File: src/rtl/pipe_pkg.sv
// ---------------------------------------------------------------------------
// pipe_pkg
// Shared definitions for pipeline stage buffers.
//   NOP_INS        : bubble instruction presented downstream when a stage is empty
//   pipe_entry_t   : {ins, pc} pair at the default widths
//   MAX_PIPE_DEPTH : largest supported skid storage depth
//   CNT_BITS       : occupancy counter width able to hold 0..MAX_PIPE_DEPTH
// ---------------------------------------------------------------------------
package pipe_pkg;

    localparam int DEF_INS_W      = 32;
    localparam int DEF_PC_W       = 32;
    localparam int MAX_PIPE_DEPTH = 4;
    localparam int CNT_BITS       = $clog2(MAX_PIPE_DEPTH + 1);

    localparam logic [DEF_INS_W-1:0] NOP_INS = 32'h0;

    typedef struct packed {
        logic [DEF_INS_W-1:0] ins;
        logic [DEF_PC_W-1:0]  pc;
    } pipe_entry_t;

endpackage

File: src/rtl/pipe_skid_mem.sv
// ---------------------------------------------------------------------------
// pipe_skid_mem
// DEPTH-entry storage for a pipeline stage: one write port, one read port.
// Read is combinational so a freshly written entry is visible the cycle after
// the write edge. Entries are not reset; the owner only reads valid slots.
// Ports:
//   clk     in   rising-edge clock
//   wr_en   in   write entry at wr_ptr
//   wr_ptr  in   write slot
//   wr_ins  in   instruction to store
//   wr_pc   in   PC to store
//   rd_ptr  in   read slot
//   rd_ins  out  instruction at rd_ptr
//   rd_pc   out  PC at rd_ptr
// ---------------------------------------------------------------------------
module pipe_skid_mem #(
    parameter int INS_W = 32,
    parameter int PC_W  = 32,
    parameter int DEPTH = 2,
    parameter int PTR_W = 1
) (
    input  logic             clk,
    input  logic             wr_en,
    input  logic [PTR_W-1:0] wr_ptr,
    input  logic [INS_W-1:0] wr_ins,
    input  logic [PC_W-1:0]  wr_pc,
    input  logic [PTR_W-1:0] rd_ptr,
    output logic [INS_W-1:0] rd_ins,
    output logic [PC_W-1:0]  rd_pc
);

    logic [INS_W-1:0] ins_mem [DEPTH];
    logic [PC_W-1:0]  pc_mem  [DEPTH];

    always_ff @(posedge clk) begin
        if (wr_en) begin
            for (int i = 0; i < DEPTH; i++) begin
                if (wr_ptr == PTR_W'(i)) begin
                    ins_mem[i] <= wr_ins;
                    pc_mem[i]  <= wr_pc;
                end
            end
        end
    end

    // Explicit slot compare keeps out-of-range pointer codes (non power-of-2
    // depths) from indexing past the array.
    always_comb begin
        rd_ins = '0;
        rd_pc  = '0;
        for (int i = 0; i < DEPTH; i++) begin
            if (rd_ptr == PTR_W'(i)) begin
                rd_ins = ins_mem[i];
                rd_pc  = pc_mem[i];
            end
        end
    end

endmodule

File: src/rtl/pipe_stage_buf.sv
// ---------------------------------------------------------------------------
// pipe_stage_buf
// Pipeline stage register with valid/ready handshake, flush-to-bubble and
// DEPTH-entry skid storage (DEPTH=1 plain register, DEPTH>=2 skid buffer
// with registered in_ready). Each entry carries an instruction and its PC.
// Optional feature macro: PIPE_STATS_EN enables saturating stall/flush
// counters; without it stall_cnt/flush_cnt read 0.
// Ports:
//   clk        in   rising-edge clock
//   reset      in   asynchronous active-low reset
//   in_valid   in   upstream offers in_ins/in_pc
//   in_ready   out  stage accepts an entry this cycle
//   in_ins     in   incoming instruction
//   in_pc      in   incoming PC
//   flush      in   drop all held entries and the incoming one
//   out_valid  out  head entry valid
//   out_ready  in   downstream consumes head (0 = stall)
//   out_ins    out  head instruction, NOP when empty
//   out_pc     out  head PC, 0 when empty
//   stall_cnt  out  cycles with out_valid & ~out_ready
//   flush_cnt  out  flushes that discarded at least one valid entry
// ---------------------------------------------------------------------------
module pipe_stage_buf
    import pipe_pkg::*;
#(
    parameter int INS_W = DEF_INS_W,
    parameter int PC_W  = DEF_PC_W,
    parameter int DEPTH = 2,
    parameter int CNT_W = 16
) (
    input  logic             clk,
    input  logic             reset,
    input  logic             in_valid,
    output logic             in_ready,
    input  logic [INS_W-1:0] in_ins,
    input  logic [PC_W-1:0]  in_pc,
    input  logic             flush,
    output logic             out_valid,
    input  logic             out_ready,
    output logic [INS_W-1:0] out_ins,
    output logic [PC_W-1:0]  out_pc,
    output logic [CNT_W-1:0] stall_cnt,
    output logic [CNT_W-1:0] flush_cnt
);

    localparam int                  PTR_W    = (DEPTH > 1) ? $clog2(DEPTH) : 1;
    localparam logic [CNT_BITS-1:0] DEPTH_C  = CNT_BITS'(DEPTH);
    localparam logic [PTR_W-1:0]    LAST_PTR = PTR_W'(DEPTH - 1);

    logic [CNT_BITS-1:0] count_reg, count_next;
    logic [PTR_W-1:0]    wr_ptr_reg, wr_ptr_next;
    logic [PTR_W-1:0]    rd_ptr_reg, rd_ptr_next;
    logic                live_reg;
    logic                push, pop, full, empty;
    logic [INS_W-1:0]    rd_ins;
    logic [PC_W-1:0]     rd_pc;

    assign empty     = (count_reg == '0);
    assign full      = (count_reg == DEPTH_C);
    assign out_valid = ~empty;

    // live_reg holds in_ready low during reset and for the release cycle.
    generate
        if (DEPTH == 1) begin : g_ready_pass
            // Full register may still accept when the head leaves this cycle.
            assign in_ready = live_reg & (~full | out_ready);
        end else begin : g_ready_reg
            // Registers only: no combinational out_ready -> in_ready path.
            assign in_ready = live_reg & ~full;
        end
    endgenerate

    assign push = in_valid & in_ready;
    assign pop  = out_valid & out_ready;

    always_comb begin
        count_next  = count_reg;
        wr_ptr_next = wr_ptr_reg;
        rd_ptr_next = rd_ptr_reg;
        if (flush) begin
            count_next  = '0;
            wr_ptr_next = '0;
            rd_ptr_next = '0;
        end else begin
            if (push) wr_ptr_next = (wr_ptr_reg == LAST_PTR) ? '0 : wr_ptr_reg + 1'b1;
            if (pop)  rd_ptr_next = (rd_ptr_reg == LAST_PTR) ? '0 : rd_ptr_reg + 1'b1;
            case ({push, pop})
                2'b10:   count_next = count_reg + 1'b1;
                2'b01:   count_next = count_reg - 1'b1;
                default: count_next = count_reg;
            endcase
        end
    end

    always_ff @(posedge clk or negedge reset) begin
        if (!reset) begin
            count_reg  <= '0;
            wr_ptr_reg <= '0;
            rd_ptr_reg <= '0;
            live_reg   <= 1'b0;
        end else begin
            count_reg  <= count_next;
            wr_ptr_reg <= wr_ptr_next;
            rd_ptr_reg <= rd_ptr_next;
            live_reg   <= 1'b1;
        end
    end

    pipe_skid_mem #(
        .INS_W (INS_W),
        .PC_W  (PC_W),
        .DEPTH (DEPTH),
        .PTR_W (PTR_W)
    ) u_mem (
        .clk    (clk),
        .wr_en  (push & ~flush),
        .wr_ptr (wr_ptr_reg),
        .wr_ins (in_ins),
        .wr_pc  (in_pc),
        .rd_ptr (rd_ptr_reg),
        .rd_ins (rd_ins),
        .rd_pc  (rd_pc)
    );

    // Empty stage presents a bubble so downstream never sees stale data.
    assign out_ins = out_valid ? rd_ins : INS_W'(NOP_INS);
    assign out_pc  = out_valid ? rd_pc  : '0;

`ifdef PIPE_STATS_EN
    logic [CNT_W-1:0] stall_cnt_reg;
    logic [CNT_W-1:0] flush_cnt_reg;

    // Saturating; only reset clears them so history survives flushes.
    always_ff @(posedge clk or negedge reset) begin
        if (!reset) begin
            stall_cnt_reg <= '0;
            flush_cnt_reg <= '0;
        end else begin
            if (out_valid && !out_ready && !(&stall_cnt_reg))
                stall_cnt_reg <= stall_cnt_reg + 1'b1;
            if (flush && !empty && !(&flush_cnt_reg))
                flush_cnt_reg <= flush_cnt_reg + 1'b1;
        end
    end

    assign stall_cnt = stall_cnt_reg;
    assign flush_cnt = flush_cnt_reg;
`else
    assign stall_cnt = '0;
    assign flush_cnt = '0;
`endif

endmodule

File: config.mk
export PLATFORM = sky130hd
export DESIGN_NAME = pipe_stage_buf
export DESIGN_NICKNAME = d
export VERILOG_FILES = /design/src/rtl/pipe_pkg.sv /design/src/rtl/pipe_skid_mem.sv /design/src/rtl/pipe_stage_buf.sv
export SDC_FILE = /design/constraint.sdc
export NUM_CORES = 1
export LEC_CHECK = 0
export CORE_MARGIN = 2
export CORE_UTILIZATION = 45
export CTS_CLUSTER_SIZE = 8
export DETAILED_ROUTE_END_ITERATION = 8
export MAX_ROUTING_LAYER = met4
export PLACE_DENSITY = 0.76
export SLEW_MARGIN = 20
export SYNTH_ARGS = -nofsm -noshare
export SYNTH_HDL_FRONTEND = slang
export SYNTH_HIERARCHICAL = 1
export SYNTH_SLANG_ARGS = --single-unit
File: constraint.sdc
create_clock -name clk -period 7.3 [get_ports clk]
set_input_delay 1.095 -clock clk [delete_from_list [all_inputs] [get_ports clk]]
set_output_delay 1.095 -clock clk [all_outputs]
set_load 0.01 [all_outputs]
==> impl_summary.log, run 1 <==
INFO  metric syn_avg_cell_area = 17.6 sq um
INFO  metric max_freq = 255 MHz
INFO  metric post-synth-top-area-cell = sky130_fd_sc_hd__edfxtp_1
INFO  metric diodes = 0
INFO  metric grt_first_pass_wirelength = between 15 and 20 mm
INFO  metric status = finished, final reports clean
INFO  metric synthMuxAreaShare = 0.166
INFO  metric drv_slew = 0
INFO  metric top_level_ports = around 170
INFO  metric synth_fa_ha_area_frac = 0.00335
INFO  metric drt_drc_violations_left = 0
INFO  metric postCtsHoldBufs = 0
INFO  metric finalHoldViolCount = 0
INFO  metric timing.final.crit_share = 0.538
INFO  metric worstReg2RegEnd = u_mem/pc_mem[0][28]
INFO  metric yosys.area_share.xor_xnor = 0.00439
INFO  metric placement_rows = 42
INFO  metric synth_seq_cells = about 130
INFO  metric cp.arrival = between 2 and 3 ns
INFO  metric tightestPinTransition = 0.996 ns
INFO  metric drt_wl_total = between 10 and 15 mm
INFO  metric setup_repair_after_global_routing_missed_its_margin = no
INFO  metric synth_top_family_by_area = multiplexers
INFO  metric synth_cell_types = 28
INFO  metric post_synth_instance_area = about 6000 sq um
INFO  metric grt_antenna_before_repair = 0
INFO  metric yosysSeqAreaShare = 0.668
INFO  metric mostFrequentLayoutCell = sky130_fd_sc_hd__clkdlybuf4s50_1
INFO  metric worstSkewPairLatency = 0.41 ns
INFO  metric critical_path.max_fanout = 33
INFO  metric synthesis.instances = 339
INFO  metric initial_core_utilization = 0.457
INFO  metric final_cell_utilization_of_the_core = 0.599
INFO  metric power-per-cell-area = 375 nW/um^2
INFO  metric via_per_inst = 4.62
INFO  metric worstHoldStart = wr_ptr_reg
INFO  metric detailroute.via_count = 3079
INFO  metric area_growth = 31.0%
INFO  metric cts_root_buffer = sky130_fd_sc_hd__clkbuf_16
INFO  metric number_of_global_route_vias_before_repair = about 3200
INFO  metric die_height = 119 um
INFO  metric crit_path_start = rd_ptr_reg
INFO  metric cts_made_buffers = 17
INFO  metric netlist_top_cells_area = sky130_fd_sc_hd__edfxtp_1 (64%), sky130_fd_sc_hd__mux2_4 (15%), sky130_fd_sc_hd__and2_1 (6.9%)
INFO  metric worstSetupEndpointType = primary output
INFO  metric maxCapViolCount = 0
INFO  metric synth_compound_gate_area_share = 0.00356
INFO  metric fin_tns_setup = 0 ns
INFO  metric post-route-worst-setup-slack = around 3.4 ns
INFO  metric port_buf_inserts = 134
INFO  metric internal_reg_to_reg_setup_slack = around 4.6 ns
INFO  metric routedWlPerCell = 15.6 um
INFO  metric worst_slew_margin_rel = 0.336
INFO  metric cts.reportedPaths.clkPinSlew = 0.05 ns
INFO  metric r2r-start = count_reg[1]
INFO  metric drive_above_1_share = 0.202
INFO  metric fp.dieArea = 14200 sq um
INFO  metric synth-edff-count = 128
INFO  metric ir_drop = 0.216 mV
INFO  metric synth_top_cell_area_share = 0.643
INFO  metric hold_ws = 0.626 ns
INFO  metric post_cts_resize_count = 0
INFO  metric grt_overflow_total = 0
INFO  metric final_clock_skew = 0.00784 ns
INFO  metric tritoncts = done
INFO  metric core_area = 13100 sq um
INFO  metric drtAntennaViolNets = 0
INFO  metric preCtsSetupSlack = between 3 and 4 ns
INFO  metric cts_htree_levels = 4
INFO  metric ys_dominant_reg_cell = sky130_fd_sc_hd__edfxtp_1
INFO  metric synth_warnings = 6
INFO  metric timing.critical_path.from_type = register
INFO  metric report.final.setup_viol = 0
INFO  metric fin_total_pwr = around 2.9 mW
INFO  metric cp.required = 6.20 ns
INFO  metric async_reset_ff_frac = 0.0448
INFO  metric final.min_clock_period = 3.93 ns
INFO  metric leakage = 2.84 nW
INFO  metric worst-r2r-cell-count = 4
INFO  metric tritoncts_sinks = roughly 130
INFO  metric cts_post_setup_buffers_inserted = 0
INFO  metric timing.hold.worst_endpoint = wr_ptr_reg
INFO  metric min-delay-path-class = reg2reg
INFO  metric detailed_router_s_first_iteration_violation_count = 140
INFO  metric dieWidth = 119 um
INFO  metric largest_net_degree_at_the_start_of_global_routing = 66
INFO  metric layout.nets = 548
INFO  metric post_detailed_placement_half_perimeter_wirelength = 6.59 mm
INFO  metric groute.usage.overall = 0.157
INFO  metric yosys.area_share.simple = 0.0862
INFO  metric routability_congestion_estimate = 0.698
INFO  metric detail_route.first_pass.iterations = 4
INFO  metric clockBufferDepth = 2
INFO  metric critical_path_class = reg2out
INFO  metric hold_path_depth = 2
INFO  metric layout.cells.most_common_list = sky130_fd_sc_hd__clkdlybuf4s50_1 (134), sky130_fd_sc_hd__edfxtp_1 (128), sky130_fd_sc_hd__and2_1 (65)
-- critical path, cell delays in order (launching register included) --
cell,delay [ns]
sky130_fd_sc_hd__dfrtp_4,0.81
sky130_fd_sc_hd__buf_4,0.62
sky130_fd_sc_hd__mux2_4,0.35
sky130_fd_sc_hd__and2_1,0.13
sky130_fd_sc_hd__clkdlybuf4s50_1,0.50
-- cell families after synthesis --
family	Yosys count
XOR/XNOR	3
multiplexers	68
buffers and inverters	47
AO/OA/AOI/OAI	1
AND/OR/NAND/NOR	83
other	2
adder cells (fa/ha/maj)	1
flip-flops	134
-- cell usage after synthesis, drive strengths merged, types with 2 or more instances --
cell    count
mux2       66
edfxtp    128
mux2i       2
buf        41
nor2b       3
nor2        7
dfrtp       6
conb        2
clkbuf      6
and2       66
xor2        2
-- report_power, final --
group	total (mW)	internal, mW	switching (mW)
Clock	0.783	0.494	0.290
Sequential	0.959	0.890	0.0692
Combinational	1.19	0.715	0.479
Total	2.94	2.10	0.838
-- metrics by stage --
| stage | std cells | area, sq um |
|---|---|---|
| 3_3_place_gp | 635 | 7280 |
| 2_1_floorplan | 370 | 6100 |
| 5_1_grt | 667 | 7830 |
| 4_1_cts | 667 | 7830 |
| 6_report | 667 | 7830 |
| 3_5_place_dp | 635 | 7280 |
-- layer usage --
metal | share of wire | wire length, um | GRT usage | vias to the layer above
met2 | 0.49 | 5130 | 0.259 | 153
met4 | 0.017 | 172 | 0.0588 | 0
met1 | 0.39 | 4060 | 0.164 | 1469
met5 | 0 | 0 | - | -
met3 | 0.098 | 1020 | 0.0738 | 21
li1 | - | - | - | 1436
-- cell type report --
cell class,count,area (sq um)
Clock buffer,20,437
Clock inverter,12,111
Sequential cell,134,4000
Multi-Input combinational cell,189,1710
Timing Repair Buffer,136,1360
Fill cell,967,5250
Tap cell,176,220
-- worst max path at each step --
stage                     cells past startpoint              endpoint  slack, ns
final                                         4            out_ins[7]       3.37
after global routing                          4            out_pc[21]       3.21
after CTS                                     4            out_pc[24]       3.29
after detailed placement                      4  u_mem/ins_mem[0][14]       3.51
after global placement                        4  u_mem/ins_mem[0][15]       3.57
after floorplan                               3   u_mem/ins_mem[0][0]       2.47
Note: power is estimated with default switching activity, not from simulation.
==> run 2: changes to the inputs <==
--- a/config.mk
+++ b/config.mk
@@ -6,7 +6,7 @@
 export NUM_CORES = 1
 export LEC_CHECK = 0
 export CORE_MARGIN = 2
-export CORE_UTILIZATION = 45
+export CORE_UTILIZATION = 43
 export CTS_CLUSTER_SIZE = 8
 export DETAILED_ROUTE_END_ITERATION = 8
 export MAX_ROUTING_LAYER = met4
==> constraint.sdc (replaced) <==
create_clock -name clk -period 3.32 [get_ports clk]
set_input_delay 0.498 -clock clk [delete_from_list [all_inputs] [get_ports clk]]
set_output_delay 0.498 -clock clk [all_outputs]
set_load 0.01 [all_outputs]
==> run 2 against run 1 <==
  * Total power up 130%
  * Cell count grew 0.75%
  * Critical path depth unchanged
  * Register-to-register slack got worse by 3.3 ns
  * Sequential share of layout area down 0.98 points
  * Clock skew shrank 0.0011 ns
  * Via count shrank 0.55%
  * Core utilization shrank 1.7 points
  * Flip-flop and latch count stayed put
  * Critical endpoint is now out_pc[31]
==> impl_summary.log, run 2 (synthesis results as in run 1) <==
INFO  metric finalHoldViolCount = 0 (unchanged)
INFO  metric worstSkewPairLatency = 0.40 ns (about the same)
INFO  metric largest_net_degree_at_the_start_of_global_routing = 66 (unchanged)
INFO  metric dpl.cell_count = 642 (+1.1%)
INFO  metric timing.critical_path.from_type = register
INFO  metric number_of_global_route_vias_before_repair = 3142 (-0.66%)
INFO  metric min-delay-path-class = in2async
INFO  metric portion_of_total_power_attributed_to_the_clock_network = 0.296 (+0.029)
INFO  metric cts_made_buffers = 17 (unchanged)
INFO  metric leakage = 2.91 nW (+2.5%)
INFO  metric fp.dieArea = 14900 sq um (+4.5%)
INFO  metric placement.cell_area = 7350 sq um (+0.89%)
INFO  metric preCtsSetupSlack = 0.543 ns (-2.96 ns)
INFO  metric port_buf_inserts = 134 (unchanged)
INFO  metric power_switching = 1.86 mW (+120%)
INFO  metric placement_rows = 43 (+2.4%)
INFO  metric area_growth = 33.5%
INFO  metric critical_path.endpoint = out_pc[31]
INFO  metric drt_drc_violations_left = 0 (unchanged)
INFO  metric max_freq = 350 MHz
INFO  metric power-per-cell-area = 846 nW/um^2 (+130%)
INFO  metric cts_htree_levels = 4 (unchanged)
INFO  metric cts.reportedPaths.clkPinSlew = 0.06 ns (about the same)
INFO  metric cp.required = 2.82 ns (-3.38 ns)
INFO  metric post_detailed_placement_half_perimeter_wirelength = 6.51 mm (-1.2%)
INFO  metric switching_share = 0.275 (-0.0100)
INFO  metric timing.final.crit_share = 0.860
INFO  metric r2r-start = count_reg[1]
INFO  metric drtAntennaViolNets = 0 (unchanged)
INFO  metric fin_total_pwr = 6.76 mW (+130%)
INFO  metric fin_tns_setup = 0 ns (unchanged)
INFO  metric via_per_inst = 4.56 (-1.3%)
INFO  metric fillers = 1056 (+9.2%)
INFO  metric setup_repair_after_global_routing_missed_its_margin = no
INFO  metric drive_above_1_share = 0.220 (+0.0179)
INFO  metric diodes = 0 (unchanged)
INFO  metric detailroute.via_count = 3062 (-0.55%)
INFO  metric mostFrequentLayoutCell = sky130_fd_sc_hd__clkdlybuf4s50_1
INFO  metric tritoncts_sinks = 134 (unchanged)
INFO  metric crit_path_start = rd_ptr_reg
INFO  metric grt_first_pass_wirelength = 15.4 mm (-4.3%)
INFO  metric initial_core_utilization = 0.436 (-0.0211)
INFO  metric fin_cells = 672 (+0.75%)
INFO  metric groute.usage.overall = 0.143 (-0.0144)
INFO  metric drt_wl_total = 10.1 mm (-2.5%)
INFO  metric ir_drop = 0.457 mV (+110%)
INFO  metric worst_slew_margin_rel = 0.591 (+0.255)
INFO  metric final.min_clock_period = 2.86 ns
INFO  metric cts_root_buffer = sky130_fd_sc_hd__clkbuf_16
INFO  metric intPower = 4.89 mW (+130%)
INFO  metric tritoncts = done
INFO  metric drv_slew = 0 (unchanged)
INFO  metric pwr-share-comb = 0.398 (-0.009)
INFO  metric maxCapViolCount = 0 (unchanged)
INFO  metric die_height = 122 um (+2.2%)
INFO  metric layout.nets = 551 (+0.55%)
INFO  metric worstReg2RegEnd = count_reg[2]
INFO  metric layout.cells.most_common_list = sky130_fd_sc_hd__clkdlybuf4s50_1 (134), sky130_fd_sc_hd__edfxtp_1 (128), sky130_fd_sc_hd__and2_1 (65)
INFO  metric internal_reg_to_reg_setup_slack = 1.26 ns (-3.34 ns)
INFO  metric cp.arrival = 2.36 ns (-0.47 ns)
INFO  metric grt_overflow_total = 0 (unchanged)
INFO  metric grt_antenna_before_repair = 0 (unchanged)
INFO  metric core_area = 13700 sq um (+4.8%)
INFO  metric status = finished, final reports clean
INFO  metric detail_route.first_pass.iterations = 4 (unchanged)
INFO  metric worstSetupEndpointType = primary output
INFO  metric critical_path.max_fanout = 26 (-21%)
INFO  metric worst-r2r-cell-count = 7 (+3)
INFO  metric top_level_ports = 167 (unchanged)
INFO  metric post-route-worst-setup-slack = 0.464 ns (-2.91 ns)
INFO  metric report.final.setup_viol = 0 (unchanged)
INFO  metric postLayoutCellArea = 7990 sq um (+1.9%)
INFO  metric detailed_router_s_first_iteration_violation_count = 157 (+12%)
INFO  metric critical_path_class = reg2out
INFO  metric routability_congestion_estimate = 0.748 (+7.2%)
INFO  metric sequentialPowerShare = 0.306 (-0.021)
INFO  metric routedWlPerCell = 15.1 um (-3.2%)
INFO  metric clockBufferDepth = 2 (unchanged)
INFO  metric final_clock_skew = 0.00674 ns (-0.00111 ns)
INFO  metric tightestPinTransition = 0.613 ns (-0.382 ns)
INFO  metric dieWidth = 122 um (+2.2%)
run 2: critical path, stage by stage, from the launching register on:
cell	delay, ns
sky130_fd_sc_hd__dfrtp_4	0.66
sky130_fd_sc_hd__buf_12	0.28
sky130_fd_sc_hd__mux2_2	0.37
sky130_fd_sc_hd__and2_1	0.15
sky130_fd_sc_hd__clkdlybuf4s50_1	0.47
run 2: timing repair:
action | in CTS | in global routing
setup endpoints to repair | 0 | 2
gates resized for setup | 0 | 1
buffers inserted | 0 | 0
hold buffers | 0 | 0
run 2: worst min path at each step:
stage                     from            to  slack, ns
global placement    wr_ptr_reg    wr_ptr_reg       0.60
floorplan                reset  count_reg[0]       0.20
CTS                      reset  count_reg[2]       0.35
global route             reset  count_reg[1]       0.36
detailed placement  wr_ptr_reg    wr_ptr_reg       0.63
finish                   reset    wr_ptr_reg       0.35
run 2: power by group through the flow:
stage	combinational [mW]	sequential, mW	clock [mW]
global route	2.89	2.09	2.13
global placement	2.68	2.10	0
finish	2.69	2.07	2.00
detailed placement	2.71	2.11	0
CTS	2.73	2.07	2.05
floorplan	1.70	2.03	0
run 2: cell type report:
class,instances,area (sq um),share of cell area
sequential,134,4000,0.501
multi-input combinational,189,1710,0.215
timing repair buffer,139,1420,0.177
clock buffer,17,425,0.0533
tap,180,225,0.0282
clock inverter,13,206,0.0259
run 2: through the flow:
stage / utilization / hold WS (ns)
3_5_place_dp: 0.536 / 0.632
4_1_cts: 0.582 / 0.345
5_1_grt: 0.582 / 0.355
6_report: 0.582 / 0.352
3_3_place_gp: 0.536 / 0.600
2_1_floorplan: - / 0.202
run 2: routing by layer:
metal,vias up,wire length (um),track usage,share of wire
li1,1437,-,-,-
met1,1494,4070,0.158,0.40
met2,124,5290,0.248,0.52
met3,7,700,0.0440,0.069
met4,0,79,0.0438,0.0078
met5,-,0,-,0
